$ cat src/rtl/reset_sequencer.sv
// Power-up reset sequencer: waits for stable PLL lock and DDR calibration, then
// releases memory, core and video resets in order; any lock loss reasserts them all.
module reset_sequencer #(
    parameter int unsigned SYNC_STAGES = 2,
    parameter int unsigned HOLD_CYCLES = 1024,
    parameter int unsigned STAGE_GAP   = 16,
    parameter int unsigned CAL_TIMEOUT = 65535
) (
    input  logic       clk_i,
    input  logic       rst_i,
    input  logic       pll_locked_i,
    input  logic       mem_calib_done_i,
    output logic       mem_rst_o,
    output logic       core_rst_o,
    output logic       video_rst_o,
    output logic       ready_o,
    output logic       error_o,
    output logic [2:0] state_o
);

    typedef enum logic [2:0] {
        WAIT_LOCK = 3'd0,
        HOLD      = 3'd1,
        MEM       = 3'd2,
        CORE      = 3'd3,
        RUN       = 3'd4,
        FAULT     = 3'd5
    } state_t;

    localparam logic [15:0] HOLD_LAST = 16'(HOLD_CYCLES - 1);
    localparam logic [15:0] GAP_LAST  = 16'(STAGE_GAP - 1);
    localparam logic [15:0] CAL_LAST  = 16'((CAL_TIMEOUT == 0) ? 0 : CAL_TIMEOUT - 1);
    localparam bit          CAL_EN    = (CAL_TIMEOUT != 0);

    logic [SYNC_STAGES-1:0] lock_sync;
    logic [SYNC_STAGES-1:0] cal_sync;
    logic                   lock_s;
    logic                   cal_s;

    state_t      state;
    state_t      state_next;
    logic [15:0] cnt;
    logic [15:0] cnt_next;

    always_ff @(posedge clk_i) begin
        if (rst_i) begin
            lock_sync <= '0;
            cal_sync  <= '0;
        end else begin
            lock_sync <= {lock_sync[SYNC_STAGES-2:0], pll_locked_i};
            cal_sync  <= {cal_sync[SYNC_STAGES-2:0], mem_calib_done_i};
        end
    end

    assign lock_s = lock_sync[SYNC_STAGES-1];
    assign cal_s  = cal_sync[SYNC_STAGES-1];

    // Lock loss is checked first in every active state so it beats cal/timeout/gap.
    always_comb begin
        state_next = state;
        case (state)
            WAIT_LOCK: if (lock_s) state_next = HOLD;
            HOLD: begin
                if (!lock_s)               state_next = WAIT_LOCK;
                else if (cnt == HOLD_LAST) state_next = MEM;
            end
            MEM: begin
                if (!lock_s)                         state_next = WAIT_LOCK;
                else if (cal_s)                      state_next = CORE;
                else if (CAL_EN && cnt == CAL_LAST)  state_next = FAULT;
            end
            CORE: begin
                if (!lock_s)              state_next = WAIT_LOCK;
                else if (cnt == GAP_LAST) state_next = RUN;
            end
            RUN:     if (!lock_s) state_next = WAIT_LOCK;
            FAULT:   state_next = FAULT;
            default: state_next = WAIT_LOCK;
        endcase
    end

    always_comb begin
        cnt_next = '0;
        if (state_next == state && (state == HOLD || state == MEM || state == CORE))
            cnt_next = cnt + 16'd1;
    end

    // Outputs are decoded from the next state so they change on the same edge as state_o.
    always_ff @(posedge clk_i) begin
        if (rst_i) begin
            state       <= WAIT_LOCK;
            cnt         <= '0;
            mem_rst_o   <= 1'b1;
            core_rst_o  <= 1'b1;
            video_rst_o <= 1'b1;
            ready_o     <= 1'b0;
            error_o     <= 1'b0;
        end else begin
            state       <= state_next;
            cnt         <= cnt_next;
            mem_rst_o   <= !(state_next inside {MEM, CORE, RUN});
            core_rst_o  <= !(state_next inside {CORE, RUN});
            video_rst_o <= (state_next != RUN);
            ready_o     <= (state_next == RUN);
            error_o     <= error_o | (state_next == FAULT);
        end
    end

    assign state_o = state;

endmodule

$ cat config.mk
export PLATFORM = sky130hd
export DESIGN_NAME = reset_sequencer
export DESIGN_NICKNAME = d
export VERILOG_FILES = /design/src/rtl/reset_sequencer.sv
export SDC_FILE = /design/constraint.sdc
export NUM_CORES = 1
export LEC_CHECK = 0
export BUFFER_PORTS_ARGS = -buffer_cell sky130_fd_sc_hd__buf_2
export CAP_MARGIN = 20
export CORE_UTILIZATION = 25
export CTS_CLUSTER_DIAMETER = 50
export DETAILED_ROUTE_END_ITERATION = 10
export GPL_TIMING_DRIVEN = 0
export PLACE_DENSITY_LB_ADDON = 0.12
export SYNTH_ARGS = -nofsm -noshare
export SYNTH_HDL_FRONTEND = slang
export SYNTH_SLANG_ARGS = --single-unit
$ cat constraint.sdc
create_clock -name clk_i -period 5.1 [get_ports clk_i]
set_input_delay 1.02 -clock clk_i [delete_from_list [all_inputs] [get_ports clk_i]]
set_output_delay 1.02 -clock clk_i [all_outputs]
set_load 0.02 [all_outputs]
==> flow_summary.ini, run 1 <==
[grt]
grt_max_degree = 17
grt_pass1_wl_um = 4353
grt_overflow_total = 0
first_global_vias = 966
antenna_found_initial = 0
gr-usage-all-layers_pct = 10.61

[drt]
num_vias = 968
firstDrtPassIters = 4
drtIter0Drc = 24
ant_nets = 0
drc = 0
post_drt_wl_per_cell_um = 11.06
vias_per_cell = 4.420
drt_wl_total_um = 2422

[clock_tree]
cts_setup_buffers = 0
cts.repair.resized = 0
cts.sinks = 28
numCtsBuffers = 3
hold_buffers = 0
clockRootBuffer = clkbuf_8
clockBufferDepth = 2
clk_pin_slew_ns = 0.10
clk_latency_ns = 0.28
htree_levels = 1
cts_tree = yes

[power_and_ir_drop]
pwr_density_cell_mw_per_mm2 = 277.4
leakagePower_nw = 0.4875
ir_drop_mv = 0.1032

[final_layout]
multi_input_area_um2 = 663.1
drive_above_1_share_pct = 15.13
syn_to_final_growth_pct = 16.72
nFillCells = 529
instances_no_fill = 219
nNetsFinal = 159
register_area_um2 = 560.5
final_cell_area_mm2 = 0.001468
diodes = 0

[timing]
worst_slack_ns = 2.600
finalCritPeriodShare_pct = 49.03
fmax_mhz = 399.9
max-slew-margin-rel_pct = 64.69
fin_hold_ws_ns = 0.4487
period_needed_ns = 2.500
fin_skew_ns = 0.01093
setup_viol = 0
worst_slew_pin_slew_ns = 0.5249
rsz0062_at_grt = no
maxSlewViolCount = 0
hold_viol = 0
setup_tns_ns = 0

[floorplanning]
coreArea_mm2 = 0.004786
pin_count = 12
start_util_pct = 26.27
rows = 25
die_h_um = 72.92
fp.dieW_um = 72.92
die_area_mm2 = 0.005317

[logic_synthesis]
synth_edf_count = 0
synth_most_common_cell = dfxtp_1
syn_nets = 143
async_flop_share_pct = 0
yosysWarnings = 0
synth.yosys.seq_area_share_pct = 44.58
synth.distinct_cells = 36
synth_commonest_cells = 28 x dfxtp_1, 24 x nor2_1, 10 x nand2_1, 8 x xnor2_1
synth.area.top_cells = dfxtp_1 45%, nor2_1 7.2%, xnor2_1 5.6%
syn_area_per_cell_um2 = 9.179
yosysTopAreaCell = dfxtp_1
synth_seq_cells = 28
synth_top_area_share_pct = 44.58
synth_flop_cell = dfxtp_1
syn_inst = 137
synth.cell_area_mm2 = 0.001257

[placed_design]
place_inst = 215
post-place-ws_ns = 2.584
io_buffers = 11
gp_congestion = 0.7376
hpwl_um = 1813
postPlaceCellArea_mm2 = 0.001396

[worst_setup_path]
worstPathMaxFanout = 10
required_ns = 5.27
worstSetupPathType = reg2reg
worst-endpoint-arrival_ns = 2.68
cp-end-kind = flop
cp-start-kind = flop

[min_path]
hold_class = reg2reg

[outcome]
outcome = finished, final reports clean

[job]
maxCapViolations = 0
-- layer usage --
layer | wire length [µm] | track usage, % | up-vias
li1 | - | - | 505
met1 | 1184 | 12.33 | 451
met2 | 1148 | 18.80 | 10
met3 | 74 | 3.453 | 2
met4 | 15 | 2.614 | 0
met5 | 0 | 0 | -
-- report_power, final --
group,internal [mW],switching (mW)
registers,0.220,0.00103
clock network,0.105,0.0719
logic,0.00395,0.00480
-- sequential cells by signal (all words and copies together) (netlist names) --
name,flops
state_o,3
cal_sync,2
cnt,16
lock_sync,2
ready_o,1
mem_rst_o,1
core_rst_o,1
error_o,1
video_rst_o,1
-- worst paths after layout --
path	start	slack [ns]	cells past startpoint	endpoint
worst max register to register	cnt[0]$_SDFF_PP0_	2.60	8	cnt[13]$_SDFF_PP0_
worst max-delay path	cnt[0]$_SDFF_PP0_	2.60	8	cnt[13]$_SDFF_PP0_
worst min register to register	lock_sync[0]$_SDFF_PP0_	0.45	1	lock_sync[1]$_SDFF_PP0_
worst min-delay path	lock_sync[0]$_SDFF_PP0_	0.45	1	lock_sync[1]$_SDFF_PP0_
-- area by class of cell --
class | instances | share of cell area [%]
timing repair buffer | 11 | 3.751
multi-input combinational | 102 | 45.18
inverter | 5 | 1.279
tap | 67 | 5.712
buffer | 2 | 1.023
clock buffer | 3 | 2.813
clock inverter | 1 | 2.046
sequential | 28 | 38.19
-- kinds of logic (layout without fill, tap and decap cells) --
group	after synthesis	after routing	share of synthesized area (%)
mux	1	1	1.791
buf+inv	7	22	2.686
flops	28	28	44.58
compound gates	14	14	10.05
fa+ha+maj	2	2	1.990
xor+xnor	14	14	9.751
simple gates	71	71	29.16
-- layout by cell type, fill, tap and decap left out, drive strengths merged, types with 3 or more instances in the layout --
cell / synthesis / routed
inv: 5 / 5
nor2: 24 / 24
xor2: 6 / 6
nand2: 11 / 11
nand3: 6 / 6
nand4: 4 / 4
clkbuf: 1 / 4
nor3: 3 / 3
buf: 1 / 12
and3: 3 / 3
nor2b: 6 / 6
nor4: 5 / 5
dfxtp: 28 / 28
or3: 3 / 3
xnor2: 8 / 8
-- per-stage QoR --
step	utilization (%)	total power, mW
2_1_floorplan	-	0.2320
3_3_place_gp	29.18	0.2352
3_5_place_dp	29.18	0.2352
4_1_cts	30.67	0.4148
5_1_grt	30.67	0.4237
6_report	30.67	0.4071
-- critical path, cell delays in order (launching register included) --
cell and delay [ns]:
dfxtp_1 0.40, ha_1 0.23, nand3_1 0.12, or3_1 0.40, o31ai_1 0.40, o2111ai_4 0.27, mux2i_4 0.33, buf_6 0.19
nor2_1 0.05
Power figures use the tool's default switching activity.
==> run 2: changes to the inputs <==
clock period = 2.3 ns   (was 5.1 ns; I/O delays follow)
==> flow_summary.ini, run 2 (synthesis results as in run 1) <==
[floorplanning]
pin_count = 12
die_h_um = 72.92
fp.dieW_um = 72.92
rows = 25
coreArea_mm2 = 0.004786
die_area_mm2 = 0.005317
start_util_pct = 26.27

[final_layout]
layout_common_cells = 24 x nor2_1, 22 x dfxtp_1, 12 x buf_2
largest_reg_flops = 16
nFillCells = 510
drive_above_1_share_pct = 26.92
final_common_cell = nor2_1
syn_to_final_growth_pct = 29.25
final_cell_area_mm2 = 0.001625
top_register = cnt
nNetsFinal = 163
diodes = 0

[drt]
drtIter0Drc = 25
num_vias = 1005
dr.max_layer_used = met4
route.met3.wl_um = 78
vias_per_cell = 4.507
drt_wl_total_um = 2723
drc = 0
drt-met1-wl_um = 1236
ant_nets = 0
post_drt_wl_per_cell_um = 12.21
firstDrtPassIters = 4
met2WireLength_um = 1393

[power_and_ir_drop]
p_int_mw = 0.7290
ir_drop_mv = 0.2235
power_frac_comb_pct = 2.4
p_sw_mw = 0.1756
pwr_density_cell_mw_per_mm2 = 556.6
total_power_mw = 0.9046
clockPowerShare_pct = 43.6
p_sw_share_pct = 19.42
leakagePower_nw = 0.5315
power_frac_seq_pct = 54.0

[min_path]
hold_class = in2reg

[worst_setup_path]
cp_cell_sequence = inv_4 > ha_4 > nand4_1 > or4_4 > o2111ai_4 > mux2i_4 > buf_12 > buf_8 > nor2_1
critical_path.slowest_cell = or4_4
worstSetupPathType = reg2reg
cp-end-kind = flop
cp-start-kind = flop
required_ns = 2.48
worstPathMaxFanout = 5
worst-endpoint-arrival_ns = 2.40
cp_slowest_stage_delay_ns = 0.60

[placed_design]
hpwl_um = 1813
post-place-ws_ns = -0.2162
gp_congestion = 0.7376
io_buffers = 11
postPlaceCellArea_mm2 = 0.001396

[timing]
setup_viol = 0
period_needed_ns = 2.224
maxSlewViolCount = 0
rsz0062_at_grt = yes
worst_slew_pin_slew_ns = 0.4457
worst_slack_ns = 0.07554
fin_skew_ns = 0.009505
hold_viol = 0
max-slew-margin-rel_pct = 70.08
fmax_mhz = 449.5
finalCritPeriodShare_pct = 96.72

[grt]
gr-usage-all-layers_pct = 11.43
first_global_vias = 1024
grt_overflow_total = 0
grt_max_degree = 17
antenna_found_initial = 0
grt_pass1_wl_um = 4671

[clock_tree]
htree_levels = 1
clockRootBuffer = clkbuf_8
numCtsBuffers = 3
clockBufferDepth = 2
cts_tree = yes
clk_pin_slew_ns = 0.10
cts.sinks = 28
clk_latency_ns = 0.28

[outcome]
outcome = finished, final reports clean

[job]
maxCapViolations = 0
## run 2: area by class of cell
| class | instances | area (µm²) | area share, % |
|---|---|---|---|
| multi-input cells | 102 | 743.2 | 45.73 |
| clock inverters | 1 | 30.03 | 1.848 |
| clock buffers | 3 | 41.29 | 2.540 |
| inverters | 5 | 21.27 | 1.309 |
| flip-flops and latches | 28 | 575.6 | 35.41 |
| plain buffers | 1 | 15.01 | 0.9238 |
| well taps | 67 | 83.83 | 5.158 |
| repair buffers | 16 | 115.1 | 7.082 |
## run 2: timing repair
item / CTS / global route
hold buffers: 0 / 0
cloned: 1 / 0
pin swaps: 2 / 4
hold endpoints to repair: 0 / 0
setup endpoints to repair: 20 / 19
buffers inserted: 3 / 1
resized for setup: 12 / 13
## run 2: critical path: cells and delay by family (launching register included)
kind	cells	cell delay, ns
AOI/OAI and AO/OA	1	0.25
adders and majority gates	1	0.12
buffers and inverters	3	0.31
DFF	1	0.38
muxes	1	0.32
and+or+nand+nor	3	0.74
## run 2: per-stage QoR
stage / instances / TNS, ns / util, % / hold slack (ns)
global placement: 215 / -2.160 / 29.18 / 0.4290
CTS: 223 / 0 / 32.50 / 0.3723
finish: 223 / 0 / 33.96 / 0.3774
floorplan: 137 / 0 / - / 0.4138
detailed placement: 215 / -2.687 / 29.18 / 0.4289
global route: 223 / -0.06374 / 33.96 / 0.4026
## run 2: path summary, 6_finish.rpt
check,start,endpoint,slack (ns),cells past startpoint
setup / recovery,cnt[0]$_SDFF_PP0_,cnt[13]$_SDFF_PP0_,0.08,9
hold / removal,pll_locked_i,lock_sync[0]$_SDFF_PP0_,0.38,2
setup reg to reg,cnt[0]$_SDFF_PP0_,cnt[13]$_SDFF_PP0_,0.08,9
hold reg to reg,lock_sync[0]$_SDFF_PP0_,lock_sync[1]$_SDFF_PP0_,0.45,1
## run 2: power by group through the flow
stage               sequential (mW)  combinational [mW]  clock (mW)
finish                        0.488              0.0217       0.395
detailed placement            0.502              0.0196           0
global placement              0.502              0.0197           0
floorplan                     0.502              0.0126           0
CTS                           0.490              0.0223       0.409
global route                  0.489              0.0242       0.426
## run 2: per-layer routing
layer / track usage [%] / vias to the layer above
li1: - / 515
met1: 13.00 / 476
met2: 20.87 / 12
met3: 3.453 / 2
met4: 2.614 / 0
met5: 0 / -
==> run 3: changes to the inputs <==
PLACE_DENSITY = 0.5   (was unset)
PLACE_DENSITY_LB_ADDON = unset   (was 0.12)
==> flow_summary.ini, run 3 (synthesis results as in run 1) <==
[worst_setup_path]
critPathBufInv = 1
timing.rr.start = cnt[7]$_SDFF_PP0_
cp_cell_sequence = and4_4 > nand2_8 > or4_4 > o2111ai_4 > mux2i_4 > buf_4 > nor2_1
rrSetupSlack_ns = 0.08
cp_top_family = simple AND/OR/NAND/NOR gates
critical_path.slowest_cell = or4_4
reg2regPathDepth = 7
reg2reg_to = cnt[6]$_SDFF_PP0_
cp-end-kind = flop
worst-path-stages = 7
cp-start-kind = flop
cp_slowest_stage_delay_ns = 0.55
crit_path_end = cnt[6]$_SDFF_PP0_
worst-endpoint-arrival_ns = 2.39
required_ns = 2.47
worstPathMaxFanout = 7
crit_start = cnt[7]$_SDFF_PP0_
worstSetupPathType = reg2reg

[timing]
fmax_mhz = 450.6
worst_slew_pin_slew_ns = 0.4154
period_needed_ns = 2.219
hold_viol = 0
max-slew-margin-rel_pct = 72.12
maxSlewViolCount = 0
worst_slack_ns = 0.08087
finalCritPeriodShare_pct = 96.48
fin_skew_ns = 0.002162
setup_viol = 0
fin_hold_ws_ns = 0.3964

[power_and_ir_drop]
ir_drop_mv = 0.2329
pwr_density_cell_mw_per_mm2 = 496.2
leakagePower_nw = 0.5242

[grt]
grt_overflow_total = 0
grt_max_degree = 16
first_global_vias = 937
grt_pass1_wl_um = 4202
gr-usage-all-layers_pct = 10.34
antenna_found_initial = 0

[clock_tree]
clk_pin_slew_ns = 0.09
clockBufferDepth = 2
clk_latency_ns = 0.27
htree_levels = 1
numCtsBuffers = 3
cts_tree = yes
cts.sinks = 28
clockRootBuffer = clkbuf_8
hold_buffers = 0

[final_layout]
nNetsFinal = 169
final_common_cell = nor2_1
multi_input_area_um2 = 747.0
largest_reg_flops = 16
final_util_pct = 33.99
top_register = cnt
final_cell_area_mm2 = 0.001627
instances_no_fill = 229
diodes = 0
drive_above_1_share_pct = 27.78
layout_common_cells = 24 x nor2_1, 22 x dfxtp_1, 11 x buf_2
register_area_um2 = 573.1
nFillCells = 504
syn_to_final_growth_pct = 29.35

[placed_design]
gp_congestion = 0.6940
place_inst = 215
io_buffers = 11
postPlaceCellArea_mm2 = 0.001396
post-place-ws_ns = -0.1924
hpwl_um = 1692

[floorplanning]
coreArea_mm2 = 0.004786
pin_count = 12
start_util_pct = 26.27
rows = 25
die_area_mm2 = 0.005317
fp.dieW_um = 72.92
die_h_um = 72.92

[drt]
drtIter0Drc = 59
drc = 0
ant_nets = 0
vias_per_cell = 4.432
firstDrtPassIters = 4
num_vias = 1015
drt_wl_total_um = 2529
post_drt_wl_per_cell_um = 11.04

[min_path]
hold_class = in2reg
hold_start = mem_calib_done_i

[outcome]
outcome = finished, final reports clean

[job]
maxCapViolations = 0
run 3: stage by stage:
| stage | total power [mW] | setup TNS [ns] |
|---|---|---|
| CTS | 0.8259 | 0 |
| floorplan | 0.5145 | 0 |
| global placement | 0.5214 | -1.365 |
| global route | 0.8455 | -0.004662 |
| detailed placement | 0.5215 | -2.292 |
| finish | 0.8072 | 0 |
run 3: worst reg2reg max path, stage by stage (launching register included):
cell	delay, ns
dfxtp_2	0.36
and4_4	0.28
nand2_8	0.07
or4_4	0.55
o2111ai_4	0.29
mux2i_4	0.36
buf_4	0.17
nor2_1	0.04
run 3: layer usage:
layer / track usage (%) / routed length (µm)
met2: 17.34 / 1194
met4: 2.614 / 11
met3: 3.315 / 103
met1: 12.81 / 1220
met5: 0 / 0
run 3: cell type report:
class	count	area share, %
timing repair buffer	21	8.231
sequential	28	35.23
clock buffer	4	3.385
buffer	2	0.9231
inverter	5	1.154
tap	67	5.154
multi-input combinational	102	45.92
run 3: what timing repair did:
item / in CTS / in global routing
buffers inserted: 4 / 5
hold endpoints to repair: 0 / 0
cloned: 0 / 1
gates resized for setup: 9 / 14
pin swaps: 3 / 6
setup endpoints to repair: 19 / 20
run 3: worst min-delay path by stage:
stage                                        end  cells past startpoint  slack, ns
after floorplan           cal_sync[1]$_SDFF_PP0_                      1       0.41
after global placement    cal_sync[1]$_SDFF_PP0_                      1       0.43
after detailed placement  cal_sync[1]$_SDFF_PP0_                      1       0.42
after CTS                 cal_sync[0]$_SDFF_PP0_                      2       0.40
after global routing      cal_sync[0]$_SDFF_PP0_                      2       0.40
final                     cal_sync[0]$_SDFF_PP0_                      2       0.40
run 3: power breakdown:
| group | internal [mW] | switching (mW) | leakage, nW | total, mW |
|---|---|---|---|---|
| Combinational | 0.0117 | 0.0124 | 0.265 | 0.0241 |
| Sequential | 0.486 | 0.00259 | 0.230 | 0.488 |
| Clock | 0.153 | 0.142 | 0.0288 | 0.295 |
| Total | 0.650 | 0.157 | 0.524 | 0.807 |
